**src/rtl/i2c_pkg.sv**
```systemverilog
// i2c_pkg: command encoding, FSM state and phase types shared by the I2C
// sequencer and the byte master.
package i2c_pkg;
    localparam int ADDR_W = 7;
    typedef enum logic [3:0] {
        CMD_IDLE    = 4'd0,
        CMD_START   = 4'd1,
        CMD_STOP    = 4'd2,
        CMD_RESTART = 4'd3,
        CMD_RD      = 4'd4,
        CMD_WR      = 4'd5
    } cmd_e;
    typedef enum logic [2:0] {
        S_IDLE,
        S_ISSUE,
        S_WAIT_ACC,
        S_WAIT_DONE,
        S_WAIT_RDY
    } seq_state_e;
    typedef enum logic [1:0] {
        PH_START,
        PH_ADDR,
        PH_DATA,
        PH_STOP
    } phase_e;
endpackage

```
**src/rtl/i2c_seq_watchdog.sv**
```systemverilog
// i2c_seq_watchdog: per-state cycle counter that flags a stuck master handshake.
// Only instantiated by the sequencer when I2C_SEQ_TIMEOUT_EN is defined.
module i2c_seq_watchdog #(
    parameter int TIMEOUT_CYC = 200000
) (
    input  logic i_clk,
    input  logic i_reset,
    input  logic i_run,
    input  logic i_clr,
    output logic o_expire
);
    localparam int CW = $clog2(TIMEOUT_CYC + 1);
    logic [CW-1:0] r_cnt;
    always_ff @(posedge i_clk or negedge i_reset)
        if (!i_reset) r_cnt <= '0;
        else r_cnt <= (!i_run || i_clr) ? '0 : r_cnt + CW'(1);
    assign o_expire = i_run && (r_cnt == CW'(TIMEOUT_CYC - 1));
endmodule

```
**src/rtl/i2c_txn_sequencer.sv**
```systemverilog
// i2c_txn_sequencer: turns one host transaction into the byte master's START/WR/RD/STOP stream.
// Optional handshake watchdog and sticky err flag enabled by defining I2C_SEQ_TIMEOUT_EN.
module i2c_txn_sequencer
    import i2c_pkg::*;
#(
    parameter int LEN_W = 4
`ifdef I2C_SEQ_TIMEOUT_EN
    , parameter int TIMEOUT_CYC = 200000
`endif
) (
    input  logic              i_clk,
    input  logic              i_reset,
    input  logic              i_start,
    input  logic              i_rw,
    input  logic [ADDR_W-1:0] i_slv_addr,
    input  logic [LEN_W-1:0]  i_byte_cnt,
    input  logic [7:0]        i_wr_data,
    input  logic              i_wr_valid,
    output logic              o_wr_ready,
    output logic [7:0]        o_rd_data,
    output logic              o_rd_valid,
    output logic              o_busy,
    output logic              o_done,
    output logic              o_err,
    output logic [3:0]        o_cmd,
    output logic [7:0]        o_m_tx_data,
    input  logic [7:0]        i_m_rx_data,
    input  logic              i_m_ready,
    input  logic              i_m_tx_done,
    input  logic              i_m_rx_done
);
    seq_state_e        r_state, w_fsm_nxt;
    phase_e            r_phase, w_phase_nxt;
    cmd_e              r_cmd, w_issue_cmd;
    logic              r_rw, r_lvl_d, r_wr_ready, r_rd_valid, r_busy, r_done;
    logic [ADDR_W-1:0] r_addr;
    logic [LEN_W-1:0]  r_cnt;
    logic [7:0]        r_tx_data, r_rd_data;
    logic              w_accept, w_issue, w_rise, w_timeout, w_wr_stall;

    assign w_accept   = (r_state == S_IDLE) && i_start && i_m_ready;
    assign w_rise     = (i_m_tx_done | i_m_rx_done) & ~r_lvl_d;
    assign w_wr_stall = (r_phase == PH_DATA) && !r_rw && !i_wr_valid;

    always_comb begin
        w_fsm_nxt   = r_state;
        w_issue     = 1'b0;
        w_issue_cmd = r_phase == PH_START ? CMD_START :
                      r_phase == PH_STOP  ? CMD_STOP  :
                      (r_phase == PH_DATA && r_rw) ? CMD_RD : CMD_WR;
        w_phase_nxt = r_phase == PH_START ? PH_ADDR : (r_cnt == '0) ? PH_STOP : PH_DATA;
        case (r_state)
            S_IDLE:      if (w_accept) w_fsm_nxt = S_ISSUE;
            S_ISSUE: begin
                w_issue = !w_wr_stall;
                if (w_issue) w_fsm_nxt = S_WAIT_ACC;
            end
            S_WAIT_ACC:  if (!i_m_ready)
                             w_fsm_nxt = (r_phase == PH_START || r_phase == PH_STOP) ? S_WAIT_RDY : S_WAIT_DONE;
            S_WAIT_DONE: if (w_rise) w_fsm_nxt = S_WAIT_RDY;
            S_WAIT_RDY:  if (i_m_ready) w_fsm_nxt = (r_phase == PH_STOP) ? S_IDLE : S_ISSUE;
            default:     w_fsm_nxt = S_IDLE;
        endcase
    end

    always_ff @(posedge i_clk or negedge i_reset)
        if (!i_reset) begin
            r_state    <= S_IDLE;
            r_phase    <= PH_START;
            r_cmd      <= CMD_IDLE;
            r_rw       <= 1'b0;
            r_addr     <= '0;
            r_cnt      <= '0;
            r_tx_data  <= '0;
            r_rd_data  <= '0;
            r_lvl_d    <= 1'b0;
            r_wr_ready <= 1'b0;
            r_rd_valid <= 1'b0;
            r_busy     <= 1'b0;
            r_done     <= 1'b0;
        end else begin
            r_state    <= w_timeout ? S_IDLE : w_fsm_nxt;
            r_lvl_d    <= i_m_tx_done | i_m_rx_done;
            r_wr_ready <= 1'b0;
            r_rd_valid <= 1'b0;
            r_done     <= 1'b0;
            if (w_accept) begin
                r_rw    <= i_rw;
                r_addr  <= i_slv_addr;
                r_cnt   <= i_byte_cnt;
                r_phase <= PH_START;
                r_busy  <= 1'b1;
            end
            if (w_issue) begin
                r_cmd <= w_issue_cmd;
                if (r_phase == PH_ADDR) r_tx_data <= {r_addr, r_rw};
                if (r_phase == PH_DATA) begin
                    r_cnt <= r_cnt - LEN_W'(1);
                    if (!r_rw) begin
                        r_tx_data  <= i_wr_data;
                        r_wr_ready <= 1'b1;
                    end
                end
            end
            if (r_state == S_WAIT_ACC && !i_m_ready) r_cmd <= CMD_IDLE;
            if (r_state == S_WAIT_DONE && w_rise && r_rw && r_phase == PH_DATA) begin
                r_rd_data  <= i_m_rx_data;
                r_rd_valid <= 1'b1;
            end
            if (r_state == S_WAIT_RDY && i_m_ready) begin
                if (r_phase == PH_STOP) begin
                    r_busy <= 1'b0;
                    r_done <= 1'b1;
                end else r_phase <= w_phase_nxt;
            end
            if (w_timeout) begin
                r_cmd  <= CMD_IDLE;
                r_busy <= 1'b0;
                r_done <= 1'b1;
            end
        end

`ifdef I2C_SEQ_TIMEOUT_EN
    logic r_err;
    i2c_seq_watchdog #(.TIMEOUT_CYC(TIMEOUT_CYC)) u_wdog (
        .i_clk    (i_clk),
        .i_reset  (i_reset),
        .i_run    (r_state == S_WAIT_ACC || r_state == S_WAIT_DONE || r_state == S_WAIT_RDY),
        .i_clr    (w_fsm_nxt != r_state),
        .o_expire (w_timeout)
    );
    always_ff @(posedge i_clk or negedge i_reset)
        if (!i_reset) r_err <= 1'b0;
        else r_err <= w_timeout ? 1'b1 : w_accept ? 1'b0 : r_err;
    assign o_err = r_err;
`else
    assign w_timeout = 1'b0;
    assign o_err     = 1'b0;
`endif

    // Drop the command in the same cycle the master shows it has taken it.
    assign o_cmd       = (r_state == S_WAIT_ACC && !i_m_ready) ? CMD_IDLE : r_cmd;
    assign o_m_tx_data = r_tx_data;
    assign o_rd_data   = r_rd_data;
    assign o_rd_valid  = r_rd_valid;
    assign o_wr_ready  = r_wr_ready;
    assign o_busy      = r_busy;
    assign o_done      = r_done;
endmodule
```
**config.mk**
```make
export PLATFORM = sky130hd
export DESIGN_NAME = i2c_txn_sequencer
export DESIGN_NICKNAME = d
export VERILOG_FILES = /design/src/rtl/i2c_pkg.sv /design/src/rtl/i2c_seq_watchdog.sv /design/src/rtl/i2c_txn_sequencer.sv
export SDC_FILE = /design/constraint.sdc
export NUM_CORES = 1
export LEC_CHECK = 0
export ABC_CLOCK_PERIOD_IN_PS = 2310
export BUFFER_PORTS_ARGS = -buffer_cell sky130_fd_sc_hd__buf_4
export CORE_AREA = 4 4 69 71
export CTS_CLUSTER_DIAMETER = 50
export DETAILED_ROUTE_END_ITERATION = 10
export DIE_AREA = 0 0 73 75
export GPL_TIMING_DRIVEN = 0
export PLACE_DENSITY = 0.77
export SYNTH_ARGS = -nofsm -noshare
export SYNTH_HDL_FRONTEND = slang
export SYNTH_SLANG_ARGS = --single-unit
```
**constraint.sdc**
```tcl
create_clock -name i_clk -period 2.31 [get_ports i_clk]
set_input_delay 0.462 -clock i_clk [delete_from_list [all_inputs] [get_ports i_clk]]
set_output_delay 0.462 -clock i_clk [all_outputs]
set_load 0.01 [all_outputs]
```
==> metrics.md, run 1 <==
| Metric | Value |
|---|---|
| Status | `completed` |
| Final setup viols | `0` |
| CP required | `~1.9 ns` |
| MaxCap Viol Count | `0` |
| Cts bufs inserted | `5` |
| Drt wl/cell | `14.3 um` |
| CP Data Arrival Time | `1.49 ns` |
| Post-synth top area share | `49.7%` |
| Dominant combinational cell family by area after synthesis | `simple AND/OR/NAND/NOR gates` |
| Peak Freq | `around 0.5 GHz` |
| Post-synth EDFFs | `0` |
| Post-Synth Simple-Gate Area | `13.9%` |
| RD Place Congestion | `0.763` |
| Largest stage delay, worst path | `0.38 ns` |
| P&R area growth vs syn | `29.9%` |
| Gr ovfl total | `0` |
| Post-CTS resize count | `0` |
| Nets | `284` |
| Reg2Reg Depth | `6` |
| Met2 GRT Util | `roughly a quarter` |
| Met3 usage | `under 10%` |
| Post-synthesis mux area share | `13.2%` |
| Syn avg cell area | `11.6 sq um` |
| Avg Vias per Cell | `5.09` |
| DR iter-0 viols | `91` |
| Core footprint | `4230 sq um` |
| First-pass GRT wire length | `6800 um` |
| Most frequent cells in the layout | `buf_4 (63), dfrtp_1 (41), nand3b_1 (12), o21ai_0 (12), mux2_2 (10)` |
| Share of layout cells above drive strength 1 | `40.6%` |
| Initial antenna violation count | `0` |
| Crit end category | `output port` |
| Met1 Usage GRT | `22.1%` |
| R2R setup slack | `0.42 ns` |
| Cell taking the most area after synthesis | `dfrtp_1` |
| Commonest non-fill, non-tap cell in the layout | `buf_4` |
| Final min period | `1.95 ns` |
| Critical path's most frequent cell | `buf_4` |
| Synth top area cells | `dfrtp_1 (50%), mux2_4 (5.8%), mux2_2 (5.5%)` |
| Headroom to the max-slew limit | `58.5%` |
| Max FO, Critical Path | `10` |
| CP startpoint kind | `flip-flop` |
| Worst-path clk slew | `roughly 0.09 ns` |
| Synth unique cells | `40` |
| GRT Total Usage | `16.3%` |
| Max-slew violation count | `0` |
| Hold WC Path Type | `input pin to asynchronous set/reset pin` |
| Hold Vio Cnt, Final | `0` |
| Worst r2r src | `r_phase[0]` |
| Antenna Violating Nets Remaining | `0` |
| Adder-Cell Fraction of Synth Area | `under 10%` |
| Worst-margin pin slew | `0.619 ns` |
| Top FF cell, synth | `dfrtp_1` |
| DIE AREA | `around 5500 sq um` |
| N_diodes | `0` |
| CTS tree | `done` |
| Compound-gate portion of the synthesized area | `roughly 12%` |
| Total wire length | `4230 um` |
| Setup_tns | `0 ns` |
| Worst Skew | `0.0139 ns` |
| # rows | `24` |
| Critical path class | `flip-flop to output port` |
| RSZ-0062 raised after global routing | `false` |
| Async S/R FF share, synth | `100%` |
| Post-DP HPWL | `a little over 3000 um` |
| PwrDens | `1110 nW/um^2` |
| DRC violations left | `0` |
| Fill count | `351` |
| CP cell instances | `buf_4, nor2b_1, nand2_1, and2_1, buf_4` |
| Worst vdd rail ir drop | `744 uV` |
| DRT Pass-1 Iters | `4` |
| Later-pin clock latency in the skew report | `0.30 ns` |
| Layer with the highest usage | `met2` |
| Synth Warn # | `0` |
| Leak pwr | `between 1 and 1.5 nW` |
| FF-to-FF End | `r_state[1]` |
| Worst hold margin | `0.140 ns` |
| Root Buffer | `clkbuf_8` |
| Die height | `75 um` |
| Synthesized instance count | `between 150 and 200` |
| Max H-tree Level | `2` |
| Initial cell density of the core | `48.7%` |
| Buffers on Ports | `57` |
| Post-Syn Area | `~2100 sq um` |
| # Post-CTS Setup Buffers | `0` |
| Pin count of the biggest net entering global routing | `42` |
| TritonCTS sink count | `just over 40` |
| Total number of vias | `1506` |
| Sequential cell area fraction in the yosys report | `between 40% and 50%` |
| CP endpoint | `o_cmd[2]` |
| Hold Buf Count CTS | `0` |
| XOR/XNOR Fraction of Synth Area | `less than 1%` |
| Crit-path slowest cell | `dfrtp_1` |
| Period Utilization, post-route | `between 80% and 90%` |
| Die X | `73 um` |
| Io pins | `60` |
| CTS Buffer Depth | `2` |
| Seq cells post-synth | `41` |
| Critical path origin | `r_state[1]` |
| Number of global-route vias before repair | `~1500` |
layer usage:
metal	share of wire, %	wire [um]
met1	45	1920
met2	48	2020
met3	6.3	266
met4	0.47	20
met5	0	0
cells by family (layout without fill, tap and decap cells):
family	after synthesis	count (layout)
AO/OA/AOI/OAI	39	39
XOR/XNOR	2	2
adder cells (fa/ha/maj)	6	6
buffers and inverters	21	86
flip-flops	41	41
multiplexers	22	22
other	1	2
AND/OR/NAND/NOR	46	46
power by group:
part	internal, mW	switching, mW	leakage [nW]
Clock	0.351	0.250	0.0574
Combinational	0.653	0.583	0.761
Sequential	0.964	0.167	0.496
cells in the mapped netlist (all sizes together), types with 2 or more instances:
library cell  instances
a21oi                 9
a2bb2oi               7
a32o                  2
and2                  2
and2b                 2
and3                  3
buf                   9
clkbuf                2
dfrtp                41
ha                    6
inv                  10
mux2                 18
mux2i                 4
nand2                 4
nand2b                2
nand3b               12
nand4                 2
nor2                  9
nor2b                 2
nor3b                 2
o211ai                2
o21a                  2
o21ai                13
or2                   2
xor2                  2
layout make-up:
class / count / area [sq um] / share of cell area [%]
Sequential cell: 41 / 1030 / 38.3
Multi-Input combinational cell: 117 / 917 / 34.2
Timing Repair Buffer: 57 / 428 / 16.0
Buffer: 11 / 86.3 / 3.22
Clock buffer: 6 / 82.6 / 3.08
Tap cell: 52 / 65.1 / 2.43
Clock inverter: 2 / 37.5 / 1.40
Inverter: 10 / 37.5 / 1.40
worst max-delay path: cells and delay by family (launching register included):
family                 cells  cell delay [ns]
and+or+nand+nor            3             0.51
DFF                        1             0.38
buffers and inverters      2             0.31
per-stage QoR:
stage | util [%] | setup slack, ns | total power [mW] | instance area (sq um) | instances
final | 63.3 | 0.361 | 2.97 | 2680 | 296
after global routing | 63.3 | 0.170 | 3.18 | 2680 | 296
after CTS | 63.3 | 0.349 | 2.98 | 2680 | 296
after detailed placement | 60.5 | 0.443 | 2.37 | 2560 | 288
after global placement | 60.5 | 0.443 | 2.33 | 2560 | 288
after floorplan | - | 0.584 | 1.97 | 2070 | 179
registers in the layout (all words and copies together), names as in the netlist, 2 cells and up:
name         flops
o_m_tx_data      8
o_rd_data        8
r_addr           7
r_cnt            4
r_cmd            3
r_state          3
r_phase          2
how the worst min path moves through the flow:
stage	endpoint	cells after the start	start	slack (ns)
2_1_floorplan	o_busy	0	i_reset	0.17
3_3_place_gp	o_busy	1	i_reset	0.47
3_5_place_dp	r_lvl_d	1	i_reset	0.47
4_1_cts	o_m_tx_data[0]	1	i_reset	0.15
5_1_grt	r_lvl_d	1	i_reset	0.17
6_report	o_rd_data[0]	1	i_reset	0.14
Power figures use the tool's default switching activity.
==> inputs of run 2 (changes only) <==
--- a/config.mk
+++ b/config.mk
@@ -5,7 +5,7 @@
 export SDC_FILE = /design/constraint.sdc
 export NUM_CORES = 1
 export LEC_CHECK = 0
-export ABC_CLOCK_PERIOD_IN_PS = 2310
+export ABC_CLOCK_PERIOD_IN_PS = 1800
 export BUFFER_PORTS_ARGS = -buffer_cell sky130_fd_sc_hd__buf_4
 export CORE_AREA = 4 4 69 71
 export CTS_CLUSTER_DIAMETER = 50
==> constraint.sdc (replaced) <==
create_clock -name i_clk -period 1.8 [get_ports i_clk]
set_input_delay 0.36 -clock i_clk [delete_from_list [all_inputs] [get_ports i_clk]]
set_output_delay 0.36 -clock i_clk [all_outputs]
set_load 0.01 [all_outputs]
==> run 2 against run 1 <==
Against the previous run:
- global-route usage increased by 0.057 points
- critical path type is now flip-flop to flip-flop
- die area unchanged
- setup slack got worse by 0.32 ns
- worst hold slack lost 0.099 ns
- wire length rose by 2.6%
- clock power up 29%
- final area up 2.2%
- via count up 3.0%
- combinational power up 37%
- largest power group unchanged
==> metrics.md, run 2 (synthesis results as in run 1) <==
| Metric | Value |
|---|---|
| # rows | `24 (unchanged)` |
| Initial antenna violation count | `0 (unchanged)` |
| Final setup viols | `0 (unchanged)` |
| Total number of vias | `1551 (was 1506)` |
| Critical path class | `flip-flop to flip-flop (was flip-flop to output port)` |
| Number of global-route vias before repair | `1494 (was 1493)` |
| MaxCap Viol Count | `0 (unchanged)` |
| Antenna Violating Nets Remaining | `0 (unchanged)` |
| Later-pin clock latency in the skew report | `0.29 ns (was 0.30 ns)` |
| Worst Skew | `0.0106 ns (was 0.0139 ns)` |
| Nets | `288 (was 284)` |
| P&R area growth vs syn | `32.8% (was 29.9%)` |
| Status | `completed (unchanged)` |
| Leak pwr | `1.34 nW (was 1.31 nW)` |
| Pin count of the biggest net entering global routing | `42 (unchanged)` |
| Die X | `73 um (unchanged)` |
| Drt wl/cell | `14.5 um (was 14.3 um)` |
| Post-DP HPWL | `3090 um (unchanged)` |
| R2R setup slack | `0.04 ns (was 0.42 ns)` |
| Most frequent cells in the layout | `buf_4 (66), dfrtp_1 (41), nand3b_1 (12), o21ai_0 (12), mux2_2 (10) (was buf_4 (63), dfrtp_1 (41), nand3b_1 (12), o21ai_0 (12), mux2_2 (10))` |
| Dpl cells | `288 (unchanged)` |
| DRT Pass-1 Iters | `4 (unchanged)` |
| Worst slack, placed | `-0.0674 ns (was 0.443 ns)` |
| Non-Filler Instances | `300 (was 296)` |
| Root Buffer | `clkbuf_8 (unchanged)` |
| Io pins | `60 (unchanged)` |
| Buffers on Ports | `57 (unchanged)` |
| DIE AREA | `5480 sq um (unchanged)` |
| CTS tree | `done (unchanged)` |
| Period Utilization, post-route | `97.6%` |
| Hold WC Path Type | `input pin to asynchronous set/reset pin (unchanged)` |
| CP required | `1.97 ns (was 1.85 ns)` |
| CP Data Arrival Time | `1.93 ns (was 1.49 ns)` |
| Final worst slack | `0.0424 ns (was 0.361 ns)` |
| Worst hold margin | `0.0408 ns (was 0.140 ns)` |
| Commonest non-fill, non-tap cell in the layout | `buf_4 (unchanged)` |
| N_diodes | `0 (unchanged)` |
| CP startpoint kind | `flip-flop (unchanged)` |
| DRC violations left | `0 (unchanged)` |
| CTS Buffer Depth | `2 (unchanged)` |
| Worst r2r src | `r_phase[1] (was r_phase[0])` |
| Avg Vias per Cell | `5.17 (was 5.09)` |
| Initial cell density of the core | `48.7% (unchanged)` |
| Peak Freq | `0.569 GHz` |
| Hold Buf Count CTS | `0 (unchanged)` |
| Max H-tree Level | `2 (unchanged)` |
| Final min period | `about 1.8 ns` |
| Share of layout cells above drive strength 1 | `43.5% (was 40.6%)` |
| DR iter-0 viols | `86 (was 91)` |
| Cts bufs inserted | `5 (unchanged)` |
| Total wire length | `4340 um (was 4230 um)` |
| TritonCTS sink count | `41 (unchanged)` |
| FF-to-FF End | `r_state[1] (unchanged)` |
| CP cell instances | `ha_4, and4bb_2, a32o_1, a21oi_2, mux2_2 (was buf_4, nor2b_1, nand2_1, and2_1, buf_4)` |
| Hold Vio Cnt, Final | `0 (unchanged)` |
| Max FO, Critical Path | `7 (was 10)` |
| Final Core Density | `64.7% (was 63.3%)` |
| RD Place Congestion | `0.763 (unchanged)` |
| Headroom to the max-slew limit | `59.1% (was 58.5%)` |
| Crit end category | `flip-flop (was output port)` |
| GRT Total Usage | `16.4% (was 16.3%)` |
| Reg2Reg Depth | `5 (was 6)` |
| RSZ-0062 raised after global routing | `true (was false)` |
| Die height | `75 um (unchanged)` |
| Max-slew violation count | `0 (unchanged)` |
| Largest stage delay, worst path | `0.47 ns (was 0.38 ns)` |
| Gr ovfl total | `0 (unchanged)` |
| Crit-path slowest cell | `dfrtp_1 (unchanged)` |
| PwrDens | `1430 nW/um^2 (was 1110 nW/um^2)` |
| Cell family with the largest share of critical-path delay | `flip-flops (was simple AND/OR/NAND/NOR gates)` |
| First-pass GRT wire length | `6820 um (was 6800 um)` |
| Bufs and invs on worst path | `0 (was 2)` |
| Worst-margin pin slew | `0.611 ns (was 0.619 ns)` |
| Core footprint | `4230 sq um (unchanged)` |
| Worst vdd rail ir drop | `941 uV (was 744 uV)` |
| Worst-path clk slew | `0.09 ns (about the same)` |
| Power, Total | `3.93 mW (was 2.97 mW)` |
[run 2: area by class of cell]
type	count	area (sq um)
Inverter	10	37.5
Sequential cell	41	1030
Multi-Input combinational cell	117	943
Clock inverter	2	37.5
Tap cell	52	65.1
Buffer	11	90.1
Clock buffer	6	82.6
Fill cell	342	1490
Timing Repair Buffer	61	458
[run 2: repair_timing]
action,4_1_cts,5_1_grt
setup buffers,1,3
resized for setup,3,5
setup endpoints to repair,20,21
cloned,0,0
[run 2: report_power, final]
part | internal [mW] | switching, mW
Sequential | 1.24 | 0.213
Combinational | 0.911 | 0.791
Clock | 0.451 | 0.322
Total | 2.60 | 1.33
[run 2: per-stage QoR]
| step | setup TNS, ns | instance area, sq um |
|---|---|---|
| global route | -0.0765 | 2740 |
| detailed placement | -0.314 | 2560 |
| global placement | -0.518 | 2560 |
| floorplan | 0 | 2070 |
| finish | 0 | 2740 |
| CTS | 0 | 2700 |
[run 2: worst max path at each step]
stage | startpoint | end | slack [ns] | cells past startpoint
2_1_floorplan | r_phase[0] | r_state[1] | 0.07 | 6
3_3_place_gp | r_phase[0] | r_state[1] | -0.07 | 6
3_5_place_dp | r_phase[0] | r_state[1] | -0.07 | 6
4_1_cts | r_state[1] | o_cmd[2] | 0.01 | 5
5_1_grt | r_state[1] | o_cmd[1] | -0.02 | 5
6_report | r_phase[1] | r_state[1] | 0.04 | 5
[run 2: worst reg2reg max path, stage by stage (launching register included)]
cell      delay (ns)
dfrtp_1         0.47
ha_4            0.22
and4bb_2        0.23
a32o_1          0.23
a21oi_2         0.15
mux2_2          0.35
[run 2: metal layers]
metal / up-vias / GRT usage (%) / routed length, um
li1: 756 / - / -
met1: 750 / 22.2 / 1950
met2: 43 / 25.0 / 2070
met3: 2 / 5.61 / 301
met4: 0 / 4.71 / 21
met5: - / 0 / 0
